$ cat src/rtl/frame_event_controller.sv
// Purpose : per-frame collision/pocket detection for two balls, ball show/blink/hide sequencing, score keeping.
// Latency : hit flags gathered over a frame; event pulses and score update one cycle after startOfFrame.
// Backpressure: none; purely frame-paced, all state frozen between startOfFrame pulses.
module frame_event_controller #(
    parameter int BLINK_FRAMES   = 8,
    parameter int RESPAWN_FRAMES = 60
) (
    input  logic       clk,
    input  logic       resetN,
    input  logic       startOfFrame,
    input  logic       drawingRequestHole,
    input  logic       drawingRequestWBall,
    input  logic       drawingRequestRBall,
    input  logic       drawingRequestBorders,
    output logic       wBallEnable,
    output logic       rBallEnable,
    output logic       wBallSunk,
    output logic       rBallSunk,
    output logic       ballsCollide,
    output logic       wBorderHit,
    output logic       rBorderHit,
    output logic [3:0] score
);

    // Counters only ever hold (frames - 1), so log2 of the larger count is enough.
    localparam int MAX_FRAMES = (BLINK_FRAMES > RESPAWN_FRAMES) ? BLINK_FRAMES : RESPAWN_FRAMES;
    localparam int CNT_W      = (MAX_FRAMES > 1) ? $clog2(MAX_FRAMES) : 1;
    localparam logic [CNT_W-1:0] BLINK_LOAD   = CNT_W'(BLINK_FRAMES - 1);
    localparam logic [CNT_W-1:0] RESPAWN_LOAD = CNT_W'(RESPAWN_FRAMES - 1);

    typedef enum logic [1:0] {
        ST_ACTIVE = 2'd0,
        ST_BLINK  = 2'd1,
        ST_HIDDEN = 2'd2
    } ball_state_t;

    ball_state_t      r_w_state;
    ball_state_t      r_r_state;
    logic [CNT_W-1:0] r_w_cnt;
    logic [CNT_W-1:0] r_r_cnt;
    logic             r_w_en;
    logic             r_r_en;

    // Flags accumulated during the current frame
    logic r_flag_wh;
    logic r_flag_rh;
    logic r_flag_bb;
    logic r_flag_wb;
    logic r_flag_rb;

    // Set by the first startOfFrame after reset; that first frame is treated as empty
    logic r_armed;

    // Registered event pulses (the evaluation stage)
    logic r_wsunk;
    logic r_rsunk;
    logic r_collide;
    logic r_wborder;
    logic r_rborder;

    logic [3:0] r_score;

    logic       w_w_active;
    logic       w_r_active;
    logic       w_hit_wh;
    logic       w_hit_rh;
    logic       w_hit_bb;
    logic       w_hit_wb;
    logic       w_hit_rb;
    logic       w_eval;
    logic       w_ev_wsunk;
    logic       w_ev_rsunk;
    logic       w_ev_collide;
    logic       w_ev_wborder;
    logic       w_ev_rborder;
    logic [3:0] w_score_inc;
    logic [3:0] w_score_next;

    assign w_w_active = (r_w_state == ST_ACTIVE);
    assign w_r_active = (r_r_state == ST_ACTIVE);

    // Coincidences only count while the balls involved are in play
    assign w_hit_wh = drawingRequestWBall & drawingRequestHole    & w_w_active;
    assign w_hit_rh = drawingRequestRBall & drawingRequestHole    & w_r_active;
    assign w_hit_bb = drawingRequestWBall & drawingRequestRBall   & w_w_active & w_r_active;
    assign w_hit_wb = drawingRequestWBall & drawingRequestBorders & w_w_active;
    assign w_hit_rb = drawingRequestRBall & drawingRequestBorders & w_r_active;

    // Evaluation re-checks ball state: a flag raised on the cycle a ball got
    // pocketed must not fire once that ball has left ACTIVE.
    assign w_eval       = startOfFrame & r_armed;
    assign w_ev_wsunk   = w_eval & r_flag_wh & w_w_active;
    assign w_ev_rsunk   = w_eval & r_flag_rh & w_r_active;
    assign w_ev_collide = w_eval & r_flag_bb & w_w_active & w_r_active;
    assign w_ev_wborder = w_eval & r_flag_wb & w_w_active;
    assign w_ev_rborder = w_eval & r_flag_rb & w_r_active;

    // Increment (red pocketed) is applied before decrement (white foul), both saturating
    assign w_score_inc  = (w_ev_rsunk && (r_score != 4'd15)) ? (r_score + 4'd1) : r_score;
    assign w_score_next = (w_ev_wsunk && (w_score_inc != 4'd0)) ? (w_score_inc - 4'd1) : w_score_inc;

    // Frame flag accumulation; startOfFrame restarts them with that cycle's own coincidences
    always_ff @(posedge clk or negedge resetN) begin
        if (!resetN) begin
            r_flag_wh <= 1'b0;
            r_flag_rh <= 1'b0;
            r_flag_bb <= 1'b0;
            r_flag_wb <= 1'b0;
            r_flag_rb <= 1'b0;
        end else if (startOfFrame) begin
            r_flag_wh <= w_hit_wh;
            r_flag_rh <= w_hit_rh;
            r_flag_bb <= w_hit_bb;
            r_flag_wb <= w_hit_wb;
            r_flag_rb <= w_hit_rb;
        end else begin
            r_flag_wh <= r_flag_wh | w_hit_wh;
            r_flag_rh <= r_flag_rh | w_hit_rh;
            r_flag_bb <= r_flag_bb | w_hit_bb;
            r_flag_wb <= r_flag_wb | w_hit_wb;
            r_flag_rb <= r_flag_rb | w_hit_rb;
        end
    end

    // Event pulses: one cycle wide, only in the cycle following startOfFrame
    always_ff @(posedge clk or negedge resetN) begin
        if (!resetN) begin
            r_armed   <= 1'b0;
            r_wsunk   <= 1'b0;
            r_rsunk   <= 1'b0;
            r_collide <= 1'b0;
            r_wborder <= 1'b0;
            r_rborder <= 1'b0;
        end else begin
            if (startOfFrame) begin
                r_armed <= 1'b1;
            end
            r_wsunk   <= w_ev_wsunk;
            r_rsunk   <= w_ev_rsunk;
            r_collide <= w_ev_collide;
            r_wborder <= w_ev_wborder;
            r_rborder <= w_ev_rborder;
        end
    end

    // Score register, changes together with the sunk pulses
    always_ff @(posedge clk or negedge resetN) begin
        if (!resetN) begin
            r_score <= 4'd0;
        end else begin
            r_score <= w_score_next;
        end
    end

    // White ball sequencer: ACTIVE -> BLINK -> HIDDEN -> ACTIVE, advanced per frame
    always_ff @(posedge clk or negedge resetN) begin
        if (!resetN) begin
            r_w_state <= ST_ACTIVE;
            r_w_cnt   <= '0;
            r_w_en    <= 1'b1;
        end else if (startOfFrame) begin
            case (r_w_state)
                ST_ACTIVE: begin
                    r_w_en <= 1'b1;
                    if (w_ev_wsunk) begin
                        r_w_state <= ST_BLINK;
                        r_w_cnt   <= BLINK_LOAD;
                        r_w_en    <= 1'b0;
                    end
                end
                ST_BLINK: begin
                    if (r_w_cnt == '0) begin
                        r_w_state <= ST_HIDDEN;
                        r_w_cnt   <= RESPAWN_LOAD;
                        r_w_en    <= 1'b0;
                    end else begin
                        r_w_cnt <= r_w_cnt - 1'b1;
                        r_w_en  <= ~r_w_en;
                    end
                end
                ST_HIDDEN: begin
                    if (r_w_cnt == '0) begin
                        r_w_state <= ST_ACTIVE;
                        r_w_en    <= 1'b1;
                    end else begin
                        r_w_cnt <= r_w_cnt - 1'b1;
                        r_w_en  <= 1'b0;
                    end
                end
                default: begin
                    r_w_state <= ST_ACTIVE;
                    r_w_cnt   <= '0;
                    r_w_en    <= 1'b1;
                end
            endcase
        end
    end

    // Red ball sequencer: same behaviour as the white one, driven by the red sunk event
    always_ff @(posedge clk or negedge resetN) begin
        if (!resetN) begin
            r_r_state <= ST_ACTIVE;
            r_r_cnt   <= '0;
            r_r_en    <= 1'b1;
        end else if (startOfFrame) begin
            case (r_r_state)
                ST_ACTIVE: begin
                    r_r_en <= 1'b1;
                    if (w_ev_rsunk) begin
                        r_r_state <= ST_BLINK;
                        r_r_cnt   <= BLINK_LOAD;
                        r_r_en    <= 1'b0;
                    end
                end
                ST_BLINK: begin
                    if (r_r_cnt == '0) begin
                        r_r_state <= ST_HIDDEN;
                        r_r_cnt   <= RESPAWN_LOAD;
                        r_r_en    <= 1'b0;
                    end else begin
                        r_r_cnt <= r_r_cnt - 1'b1;
                        r_r_en  <= ~r_r_en;
                    end
                end
                ST_HIDDEN: begin
                    if (r_r_cnt == '0) begin
                        r_r_state <= ST_ACTIVE;
                        r_r_en    <= 1'b1;
                    end else begin
                        r_r_cnt <= r_r_cnt - 1'b1;
                        r_r_en  <= 1'b0;
                    end
                end
                default: begin
                    r_r_state <= ST_ACTIVE;
                    r_r_cnt   <= '0;
                    r_r_en    <= 1'b1;
                end
            endcase
        end
    end

    assign wBallEnable  = r_w_en;
    assign rBallEnable  = r_r_en;
    assign wBallSunk    = r_wsunk;
    assign rBallSunk    = r_rsunk;
    assign ballsCollide = r_collide;
    assign wBorderHit   = r_wborder;
    assign rBorderHit   = r_rborder;
    assign score        = r_score;

endmodule

$ cat config.mk
export PLATFORM = sky130hd
export DESIGN_NAME = frame_event_controller
export DESIGN_NICKNAME = d
export VERILOG_FILES = /design/src/rtl/frame_event_controller.sv
export SDC_FILE = /design/constraint.sdc
export NUM_CORES = 1
export LEC_CHECK = 0
export ABC_AREA = 0
export CORE_MARGIN = 4
export CORE_UTILIZATION = 40
export DETAILED_ROUTE_END_ITERATION = 6
export HOLD_SLACK_MARGIN = 0.1
export PLACE_DENSITY_LB_ADDON = 0.1
export SLEW_MARGIN = 20
export SYNTH_ARGS = -nofsm -noshare
export SYNTH_HDL_FRONTEND = slang
export SYNTH_SLANG_ARGS = --single-unit
$ cat constraint.sdc
create_clock -name clk -period 2.2 [get_ports clk]
set_input_delay 0.22 -clock clk [delete_from_list [all_inputs] [get_ports clk]]
set_output_delay 0.22 -clock clk [all_outputs]
set_load 0.005 [all_outputs]
### After elaboration in Yosys (flattened, before gate mapping)

Index checks and enable logic that the tools add are counted.

* bits of input ports: 7
* logic and storage cells: 107
* register bits after elaboration: 33

* bitwise gates (word level): 30
* mux-type cells: 31
* reduce and logical (&&, ||, !) cells: 11
* add/subtract/negate cells: 4
* eq/ne operators: 13

Operators with widths (count)
* $mux W6: 6
* $pmux W6 S3: 2
* $and A1 B1 Y1: 23
* $logic_not A6 Y1: 2
* $mux W2: 6
* $ne A2 B2 Y1 const B: 6
* $pmux W2 S3: 2
* $sub A6 B1 Y6 const B: 2
* $mux W1: 11
* $mux W4: 2
* $reduce_and A4 Y1: 2
* $pmux W1 S3: 2
* $reduce_and A3 Y1: 2
* $or A1 B1 Y1: 5
* $add A4 B1 Y4 const B: 1
* $eq A2 B1 Y1 const B: 2
* $eq A2 B2 Y1 const B: 2
* $logic_not A2 Y1: 2
* $ne A2 B1 Y1 const B: 2
* $ne A4 B4 Y1 const B: 1
* $reduce_bool A4 Y1: 1
* $sub A4 B1 Y4 const B: 1
* $logic_and A1 B1 Y1: 2
* $not A1 Y1: 2

### Longest topological paths before layout

Gate-level depths: netlist of run 1.

* depth in word-level cells: 8
* gate-level depth with buffers: 9

### Worst setup path before layout of run 1

No wires, ideal clock.

* kind: reg-to-reg
* from: register r_score[0], in the netlist score[0]
* to: register r_score[3], in the netlist score[3]
* setup slack: 0.288 ns
* buffers on the path: 0
* data required time: 2.072 ns
* data arrival time: 1.784 ns
* stages on the path, launching flop included: 7
* setup time: 0.128 ns
* cells stage by stage: dfrtp_1 -> ha_1 -> nand3_1 -> nand3_4 -> or3b_1 -> a211oi_2 -> mux2_1

* cells in the longest elaborated chain, start to end: 6
* elaborated cells between the ends (all ways): 8
* classes of those cells: 2 x add/sub; 1 x eq/ne; 2 x mux; 3 x reduce/logical

Ends and longest elaborated chain
* from (decl): line 61 `logic [3:0] r_score;`
* from (signal assigned): line 151 `r_score <= w_score_next;`
* branches (longest 2 deep; another with $add A4 B1 Y4)
* $mux W4 (*): line 99 `assign w_score_inc = (w_ev_rsunk && (r_score != 4'd15)) ? (r_score + 4'd1) : r_score;`
* branches (longest 2 deep; another with $sub A4 B1 Y4)
* $mux W4 (*): line 100 `assign w_score_next = (w_ev_wsunk && (w_score_inc != 4'd0)) ? (w_score_inc - 4'd1) : w_score_inc;`
* via w_score_next[3]: line 77 `logic [3:0] w_score_next;`

Mark *: on every way through the listed nets, which the timed path passes.
A chain may end at the register's enable or synchronous reset.

### Worst setup path after layout of run 1

Same ends and word-level chain as after synthesis.

==> results.md, run 1 <==
- Largest net degree at the start of global routing: 34
- Post-Synth Simple-Gate Area: 0.225
- Synth warnings: 0
- Final Power: 2.71 mW
- Starting Density: 0.423
- Hold Fails Final Rpt: 0
- GP Congestion: 0.833
- Top_reg_cell synth: dfrtp_1
- Max Slew Vio Count: 0
- Compound-Gate Fraction of Synth Area: 0.202
- Startpoint types: flop
- Horiz. Die Dim: ~77 um
- Synth Area in Adders: 0.0379
- Max IR drop VDD: about 0.8 mV
- Port Buf Inserts: 17
- XOR/XNOR share of the synthesized area: 0.0140
- Register area share after synthesis: 0.441
- Syn_nets: 218
- Synth top area cells: dfrtp_1 41%, a21oi_1 3.5%, inv_1 3.2%
- Post-DP HPWL: 3.01 mm
- Grt met3 use: 0.0378
- Initial antenna violation count: 0
- Status: completed
- Leakage: 0.988 nW
- Design area: 2240 um2
- Clk root buf: clkbuf_8
- N_diodes: 0
- Met1 Usage GRT: 0.201
- Slew @ Worst Pin: just over 0.4 ns
- Vias in the first global route: about 1700
- Total grt overflow: 0
- Grt met2 use: 0.255
- Multiplexer share of the synthesized area: 0.0220
- Synth area leader: dfrtp_1
- Largest family of logic cells by synthesized area: simple AND/OR/NAND/NOR gates
- Worst Path Required: 2.35 ns
- DR pass1 iterations: 5
- Total Wirelength: 4.19 mm
- Setup violations, final: 0
- Synth cell types: 55
- Share of post-route cells with drive strength above 1: 0.121
- Clock Skews: 0.00584 ns
- First-pass GRT wire length: about 7.7 mm
- Top-area cell type share of the netlist area: 0.413
- Num rows: 24
- H-tree depth: 2
- NumNets Final: 242
- Kind of critical path: flop to flop
- Clock latency at the later pin of the worst-skew pair: 0.28 ns
- TritonCTS clock tree: built
- Max Freq: 0.496 GHz
- Max_cap viols: 0
- Placement Cell Area: 2150 um2
- Synth async-reset ratio: 1.00
- Clock transition at path regs: 0.07 ns
- Routed length per instance: 14.8 um
- Via Count: 1619
- Core ar.: roughly 4400 um2
- Worst hold path type: input port to async pin
- Die H: about 77 um
- Worst rel slew slack: 0.729
- # Post-CTS Setup Buffers: 0
- Clock sink total: 33
- Post-CTS Hold Fix Bufs: 0
- Global Route Usage Sum: 0.156
- Minimum clock period: 2.02 ns
- DIE AREA: 5860 um2
- Num CTS Buffers: 5
- Nature of the critical path endpoint: flop
- Clk buf depth: 2
- Mapped cell area: between 1500 and 2000 um2
- 1st-iter DRT viols: 50
- Worst-path fanout max: 6
- Drt via density: 5.72
- GRT busiest layer: met2
- Num ports: 18
- Syn_area_per_cell: 9.08 um2
- Post-route clock period utilization: 0.917
- TNS Setup: 0 ns
- Unrepaired setup endpoints after global routing: no
- PD cells: ~1200 nW/um2
- Remaining DRCs: 0
- Seq cells post-synth: 33
- Mapped Cells: 207
- Area grow syn2layout: 19.4%
- ANT nets after route: 0
- Worst Path Arrival: 2.17 ns
- Post-synth EDFFs: 0
==> state kept, by name, indices dropped and copies added (netlist names) <==
| name | cells |
|---|---|
| score | 4 |
| rBallEnable | 1 |
| rBorderHit | 1 |
| r_w_cnt | 6 |
| r_flag_wb | 1 |
| wBorderHit | 1 |
| r_flag_rb | 1 |
| rBallSunk | 1 |
| r_r_state | 2 |
| r_flag_wh | 1 |
| wBallSunk | 1 |
| r_armed | 1 |
| ballsCollide | 1 |
| r_w_state | 2 |
| r_flag_bb | 1 |
| r_flag_rh | 1 |
| wBallEnable | 1 |
| r_r_cnt | 6 |
==> logic make-up after synthesis <==
kind of cell    Yosys count
fa+ha+maj                 6
buf+inv                  28
xor+xnor                  3
compound gates           59
simple gates             74
mux                       4
flops                    33
==> cell type report <==
type | count | area [um2]
Inverter | 17 | 63.8
Timing Repair Buffer | 28 | 253
Fill cell | 405 | 2200
Sequential cell | 33 | 828
Multi-Input combinational cell | 146 | 948
Tap cell | 52 | 65.1
Clock buffer | 7 | 86.3
==> per-layer routing <==
metal	wire (um)	vias to the layer above
met3	128	2
met2	2130	39
li1	-	798
met1	1910	780
met4	18	0
met5	0	-
==> worst max-delay path: stages (launching register included) <==
cell      delay (ns)
dfrtp_1         0.43
ha_1            0.27
nand3_1         0.14
nand3_4         0.11
or3b_1          0.40
a211oi_2        0.20
mux2_1          0.35
==> what timing repair did <==
action | in CTS | in global routing
setup endpoints to repair | 0 | 1
hold endpoints to repair | 0 | 0
gates resized for setup | 0 | 1
==> per-stage QoR <==
stage | hold WS, ns | std cells | setup slack, ns | utilization
final | 0.337 | 283 | 0.183 | 0.505
after global routing | 0.381 | 283 | 0.0350 | 0.505
after CTS | 0.352 | 283 | 0.126 | 0.504
after detailed placement | 0.482 | 276 | 0.00167 | 0.484
after global placement | 0.466 | 276 | 0.0488 | 0.484
after floorplan | -0.0756 | 207 | 0.288 | -
==> synthesized netlist by cell type (all sizes together) (6+ instances only) <==
cell type   n
o21ai      17
nor2       16
a21oi      13
a31oi       6
dfrtp      31
nand3       7
clkbuf      8
inv        17
nand2      16
==> power by group <==
| part | internal, mW | switching (mW) | total [mW] |
|---|---|---|---|
| clock | 0.248 | 0.204 | 0.452 |
| sequential | 0.825 | 0.255 | 1.08 |
| combinational | 0.582 | 0.596 | 1.18 |
| total | 1.65 | 1.06 | 2.71 |
==> final timing paths <==
check,slack (ns),to,startpoint,cells past startpoint
min reg2reg,0.49,rBorderHit,r_flag_rb,1
max reg2reg,0.18,score[3],score[0],6
max,0.18,score[3],score[0],6
min,0.34,rBallSunk,resetN,2
max in group asynchronous,1.53,wBallEnable,resetN,2
min in group clk,0.49,rBorderHit,r_flag_rb,1
==> cells in the final DEF, fill, tap and decap left out, drive strengths merged, types with 3 or more instances in the layout <==
master,count
dfrtp,31
a31oi,6
nor2,16
o21ai,17
a211o,3
clkbuf,7
and2,4
buf,11
nand2,16
o31ai,3
nand3,7
ha,4
nor3,4
clkdlybuf4s50,17
a21oi,13
nand4,3
or3b,4
nor2b,4
mux2i,3
inv,17
Note: power is estimated with default switching activity, not from simulation.
==> inputs of run 2 (changes only) <==
--- a/config.mk
+++ b/config.mk
@@ -9,6 +9,7 @@
 export CORE_MARGIN = 4
 export CORE_UTILIZATION = 40
 export DETAILED_ROUTE_END_ITERATION = 6
+export GPL_TIMING_DRIVEN = 0
 export HOLD_SLACK_MARGIN = 0.1
 export PLACE_DENSITY_LB_ADDON = 0.1
 export SLEW_MARGIN = 20
==> run 2 against run 1 <==
Compared with the run above:
- combinational power about the same
- clock power is 12% higher
- count of clock-buffer cells in the layout is the same
- largest cell class unchanged
- critical endpoint unchanged
- die area unchanged
==> results.md, run 2 (synthesis gave the netlist of run 1 again) <==
- NumNets Final: 243 (+0.41%)
- Num CTS Buffers: 5 (unchanged)
- Vias in the first global route: 1733 (+3.3%)
- Worst Path Buf+Inv: 1 (+1)
- Unrepaired setup endpoints after global routing: no
- Post-route clock period utilization: 0.954 (+0.0368)
- Worst hold path type: input port to async pin
- Hold Fails Final Rpt: 0 (unchanged)
- Worst Path Arrival: 2.26 ns (+0.09 ns)
- Worst path slowest cell: clkdlybuf4s50_1
- PD cells: 1210 nW/um2 (+0.40%)
- Placed Cells: 277 (+0.36%)
- Setup crit start: startOfFrame
- Kind of critical path: input port to flop
- # Post-CTS Setup Buffers: 0 (unchanged)
- Clock sink total: 33 (unchanged)
- Filler instances: 419 (+3.5%)
- Total grt overflow: 0 (unchanged)
- Max Slew Vio Count: 0 (unchanged)
- Initial antenna violation count: 0 (unchanged)
- Routed length per instance: 15.3 um (+3.7%)
- Total Wirelength: 4.37 mm (+4.4%)
- Largest net degree at the start of global routing: 23 (-32%)
- Clk buf depth: 2 (unchanged)
- Max_cap viols: 0 (unchanged)
- Post-DP HPWL: 3.21 mm (+6.7%)
- Commonest non-fill, non-tap cell in the layout: dfrtp_1
- Share of post-route cells with drive strength above 1: 0.107 (-0.0139)
- Leakage: 0.989 nW (about the same)
- Max IR drop VDD: 0.572 mV (-28%)
- R2R Path Start: r_w_cnt[0]
- Via Count: 1647 (+1.7%)
- Num rows: 24 (unchanged)
- Remaining DRCs: 0 (unchanged)
- Core ar.: 4440 um2 (unchanged)
- Area grow syn2layout: 20.4%
- GP Congestion: 0.841 (+0.96%)
- Most frequent cells in the layout: 31 x dfrtp_1, 16 x inv_1, 16 x nand2_1, 16 x nor2_1, 16 x clkdlybuf4s50_1
- DIE AREA: 5860 um2 (unchanged)
- ANT nets after route: 0 (unchanged)
- Finished Layout Cells: 285 (+0.71%)
- DR pass1 iterations: 6 (+1)
- 1st-iter DRT viols: 111 (+120%)
- Die H: 76.5 um (unchanged)
- Clk root buf: clkbuf_8
- Global Route Usage Sum: 0.163 (+0.00683)
- Crit-path max cell delay: 0.63 ns (+0.20 ns)
- Setup violations, final: 0 (unchanged)
- Worst-path fanout max: 7 (+1)
- Starting Density: 0.423 (unchanged)
- Startpoint types: input port
- Clock Skews: 0.00753 ns (+0.00169 ns)
- Port Buf Inserts: 17 (unchanged)
- H-tree depth: 2 (unchanged)
- TritonCTS clock tree: built
- CP delay by family, top: simple AND/OR/NAND/NOR gates
- Status: completed
- Clock transition at path regs: 0.07 ns (about the same)
- Max Freq: 0.477 GHz (-3.9%)
- Crit path cell chain: clkdlybuf4s50_1 -> and4bb_4 -> nand3_4 -> or3b_1 -> a211oi_2 -> mux2_1
- N_diodes: 0 (unchanged)
- Nature of the critical path endpoint: flop
- Worst rel slew slack: 0.707 (-0.0217)
- First-pass GRT wire length: 7.87 mm (+2.6%)
- Slew @ Worst Pin: 0.439 ns (+0.0326 ns)
- Clock latency at the later pin of the worst-skew pair: 0.29 ns (about the same)
- Minimum clock period: 2.10 ns (+0.0811 ns)
- Worst Path Required: 2.36 ns (about the same)
- Horiz. Die Dim: 76.5 um (unchanged)
- Num ports: 18 (unchanged)
- TNS Setup: 0 ns (unchanged)
- Drt via density: 5.78 (+1.0%)
-- run 2: final timing paths --
check | end | slack [ns] | depth (start not counted)
max reg2reg | r_w_cnt[5] | 0.13 | 8
max in group asynchronous | wBallEnable | 1.34 | 3
min in group clk | wBorderHit | 0.48 | 1
max | score[3] | 0.10 | 6
min | rBallSunk | 0.36 | 2
min reg2reg | wBorderHit | 0.48 | 1
-- run 2: area by class of cell --
type	instances	area, um2	area share
plain buffers	10	50.0	0.0221
clock buffers	7	96.3	0.0426
clock inverters	1	5.00	0.00221
inverters	17	63.8	0.0282
multi-input cells	146	951	0.420
flip-flops and latches	33	828	0.366
well taps	52	65.1	0.0288
repair buffers	19	203	0.0896
-- run 2: per-stage QoR --
step                      setup slack (ns)  utilization  hold slack (ns)  total power [mW]  cell area [um2]
final                                0.102        0.509            0.356              2.74             2260
after global placement              -0.142        0.476            0.465              2.15             2110
after CTS                           0.0459        0.506            0.368              2.75             2250
after detailed placement            -0.182        0.481            0.140              2.23             2140
after floorplan                      0.288            -          -0.0756              1.82             1880
after global routing                0.0156        0.509            0.373              2.99             2260
-- run 2: what timing repair did --
action	4_1_cts	5_1_grt
gates resized for setup	0	7
setup endpoints to repair	0	10
hold buffers	1	0
endpoints found under the hold margin	11	0
-- run 2: metal layers --
| metal | wire, um | part of all wire | vias to the layer above | track usage |
|---|---|---|---|---|
| li1 | - | - | 790 | - |
| met1 | 1970 | 0.45 | 812 | 0.200 |
| met2 | 2160 | 0.49 | 33 | 0.268 |
| met3 | 128 | 0.029 | 12 | 0.0402 |
| met4 | 115 | 0.026 | 0 | 0.0779 |
| met5 | 0 | 0 | - | 0 |
-- run 2: where the power goes --
group / internal [mW] / total, mW / leakage, nW / switching, mW
Combinational: 0.554 / 1.18 / 0.529 / 0.623
Sequential: 0.825 / 1.06 / 0.405 / 0.236
Clock: 0.283 / 0.505 / 0.0542 / 0.222
==> inputs of run 3 (changes only) <==
--- a/config.mk
+++ b/config.mk
@@ -7,11 +7,11 @@
 export LEC_CHECK = 0
 export ABC_AREA = 0
 export CORE_MARGIN = 4
-export CORE_UTILIZATION = 40
+export CORE_UTILIZATION = 56
 export DETAILED_ROUTE_END_ITERATION = 6
 export GPL_TIMING_DRIVEN = 0
 export HOLD_SLACK_MARGIN = 0.1
-export PLACE_DENSITY_LB_ADDON = 0.1
+export PLACE_DENSITY = 0.78
 export SLEW_MARGIN = 20
 export SYNTH_ARGS = -nofsm -noshare
 export SYNTH_HDL_FRONTEND = slang
==> run 3 against run 2 <==
Compared with the run above:
- wire length shrank 6.2%
- setup slack gained 0.043 ns
- clock skew grew 0.0013 ns
- global-route usage grew 5.2 points
- combinational power is essentially flat
- maximum frequency grew 2.1%
- sequential share of layout area grew 1.5 points
- sequential power is essentially flat
- cell area shrank 3.8%
- largest cell class unchanged
==> results.md, run 3 (synthesis gave the netlist of run 1 again) <==
- Setup crit start: r_r_cnt[0]
- Worst-path fanout max: 10 (+3)
- R2r setup slk: 0.14 ns (about the same)
- Minimum clock period: 2.06 ns (-0.0426 ns)
- Global Route Usage Sum: 0.215 (+0.0518)
- Num rows: 20 (-17%)
- PD cells: 1170 nW/um2 (-3.7%)
- Setup violations, final: 0 (unchanged)
- Clock sink total: 33 (unchanged)
- Remaining DRCs: 0 (unchanged)
- DIE AREA: 4350 um2 (-26%)
- Core ar.: 3130 um2 (-30%)
- Total grt overflow: 0 (unchanged)
- Reg2reg end: r_r_state[1]
- Share of post-route cells with drive strength above 1: 0.0987 (-0.00858)
- Vias in the first global route: 1593 (-8.1%)
- First-pass GRT wire length: 7.07 mm (-10%)
- Port Buf Inserts: 17 (unchanged)
- Slew @ Worst Pin: 0.717 ns (+0.277 ns)
- Worst rel slew slack: 0.522 (-0.185)
- Worst Path Required: 2.45 ns (+0.09 ns)
- Worst r2r path cells: 8 (unchanged)
- TritonCTS clock tree: built
- Leakage: 0.950 nW (-3.9%)
- Total Wirelength: 4.10 mm (-6.2%)
- Unrepaired setup endpoints after global routing: no
- Drt via density: 5.94 (+2.8%)
- GP Congestion: 0.888 (+5.6%)
- Commonest non-fill, non-tap cell in the layout: dfrtp_1
- Kind of critical path: flop to flop
- Max Slew Vio Count: 0 (unchanged)
- Largest net degree at the start of global routing: 34 (+48%)
- Max_cap viols: 0 (unchanged)
- Filler instances: 256 (-39%)
- Clock latency at the later pin of the worst-skew pair: 0.35 ns (+0.06 ns)
- Clk buf depth: 2 (unchanged)
- R2R Path Start: r_r_cnt[0]
- Clk root buf: clkbuf_4
- Initial antenna violation count: 0 (unchanged)
- Post-DP HPWL: 2.92 mm (-8.9%)
- Startpoint types: flop
- 1st-iter DRT viols: 87 (-22%)
- ANT nets after route: 0 (unchanged)
- # Post-CTS Setup Buffers: 0 (unchanged)
- Placement Cell Area: 2100 um2 (-1.8%)
- Most frequent cells in the layout: 31 x dfrtp_1, 16 x inv_1, 16 x nand2_1, 16 x nor2_1, 16 x clkdlybuf4s50_1
- DR pass1 iterations: 4 (-2)
- Worst slack, placed: -0.193 ns (-0.0111 ns)
- Worst setup path endpoint: r_r_state[1]
- Hold Fails Final Rpt: 0 (unchanged)
- Worst hold path type: input port to async pin
- Die H: 65.9 um (-14%)
- Num CTS Buffers: 5 (unchanged)
- Status: completed
- Via Count: 1645 (-0.12%)
- Hold_ws: 0.450 ns (+0.0943 ns)
- Clock Skews: 0.00880 ns (+0.00127 ns)
- Final worst slack: 0.145 ns (+0.0426 ns)
- Starting Density: 0.601 (+0.178)
- Max IR drop VDD: 0.724 mV (+26%)
- N_diodes: 0 (unchanged)
- Num ports: 18 (unchanged)
- NumNets Final: 243 (unchanged)
- Area grow syn2layout: 15.8%
- H-tree depth: 2 (unchanged)
- Nature of the critical path endpoint: flop
- Finished Layout Cells: 277 (-2.8%)
- Worst Path Arrival: 2.31 ns (+0.05 ns)
- Design area: 2180 um2 (-3.8%)
- TNS Setup: 0 ns (unchanged)
- Max Freq: 0.487 GHz (+2.1%)
- Routed length per instance: 14.8 um (-3.5%)
- Clock transition at path regs: 0.11 ns (+0.04 ns)
- Placed Cells: 268 (-3.2%)
- Horiz. Die Dim: 65.9 um (-14%)
- Post-route clock period utilization: 0.934 (-0.0194)
run 3: cell count changes in the layout (fill, tap and decap cells not counted), sizes merged:
| cell | delta |
|---|---|
| buf | -1 |
| clkbuf | -1 |
| clkinv | +1 |
| clkinvlp | +1 |
run 3: final cells by class:
| type | instances | area (um2) | area share |
|---|---|---|---|
| Clock inverter | 3 | 17.5 | 0.00805 |
| Tap cell | 44 | 55.1 | 0.0253 |
| Buffer | 11 | 50.0 | 0.0230 |
| Clock buffer | 5 | 37.5 | 0.0173 |
| Inverter | 17 | 63.8 | 0.0293 |
| Multi-Input combinational cell | 146 | 948 | 0.436 |
| Sequential cell | 33 | 828 | 0.381 |
| Timing Repair Buffer | 18 | 175 | 0.0805 |
run 3: how the worst min path moves through the flow:
| stage | start | to | slack (ns) | depth (start not counted) |
|---|---|---|---|---|
| after global placement | r_flag_rb | rBorderHit | 0.47 | 1 |
| after detailed placement | resetN | r_r_cnt[2] | 0.32 | 1 |
| after floorplan | resetN | ballsCollide | -0.08 | 0 |
| after CTS | drawingRequestBorders | r_flag_wb | 0.46 | 3 |
| final | resetN | r_r_cnt[1] | 0.45 | 2 |
| after global routing | drawingRequestBorders | r_flag_wb | 0.48 | 3 |
run 3: metrics by stage:
| stage | power [mW] | util |
|---|---|---|
| after global placement | 2.12 | 0.673 |
| final | 2.54 | 0.696 |
| after CTS | 2.54 | 0.692 |
| after global routing | 2.77 | 0.696 |
| after detailed placement | 2.19 | 0.671 |
| after floorplan | 1.82 | - |
run 3: critical path, stage by stage (launching register included):
cell and delay [ns]:
dfrtp_1 0.44, inv_1 0.10, ha_1 0.19, or3b_1 0.35, clkbuf_1 0.19, nor3_4 0.19, buf_4 0.21, o21ai_1 0.07
a32o_1 0.22
run 3: routing by layer:
metal / vias to the layer above / wire, um / global-route usage
li1: 788 / - / -
met4: 0 / 63 / 0.0990
met2: 62 / 2110 / 0.372
met1: 787 / 1670 / 0.245
met5: - / 0 / 0
met3: 8 / 262 / 0.0595
run 3: timing repair:
item	in CTS	in global routing
setup endpoints to repair	0	9
endpoints found under the hold margin	31	0
gates resized for setup	0	5
hold buffers	1	0
run 3: power breakdown:
group          internal, mW  total [mW]  switching [mW]
Sequential            0.823        1.05           0.225
Combinational         0.544        1.15           0.607
Clock                 0.120       0.341           0.221
Total                  1.49        2.54            1.05
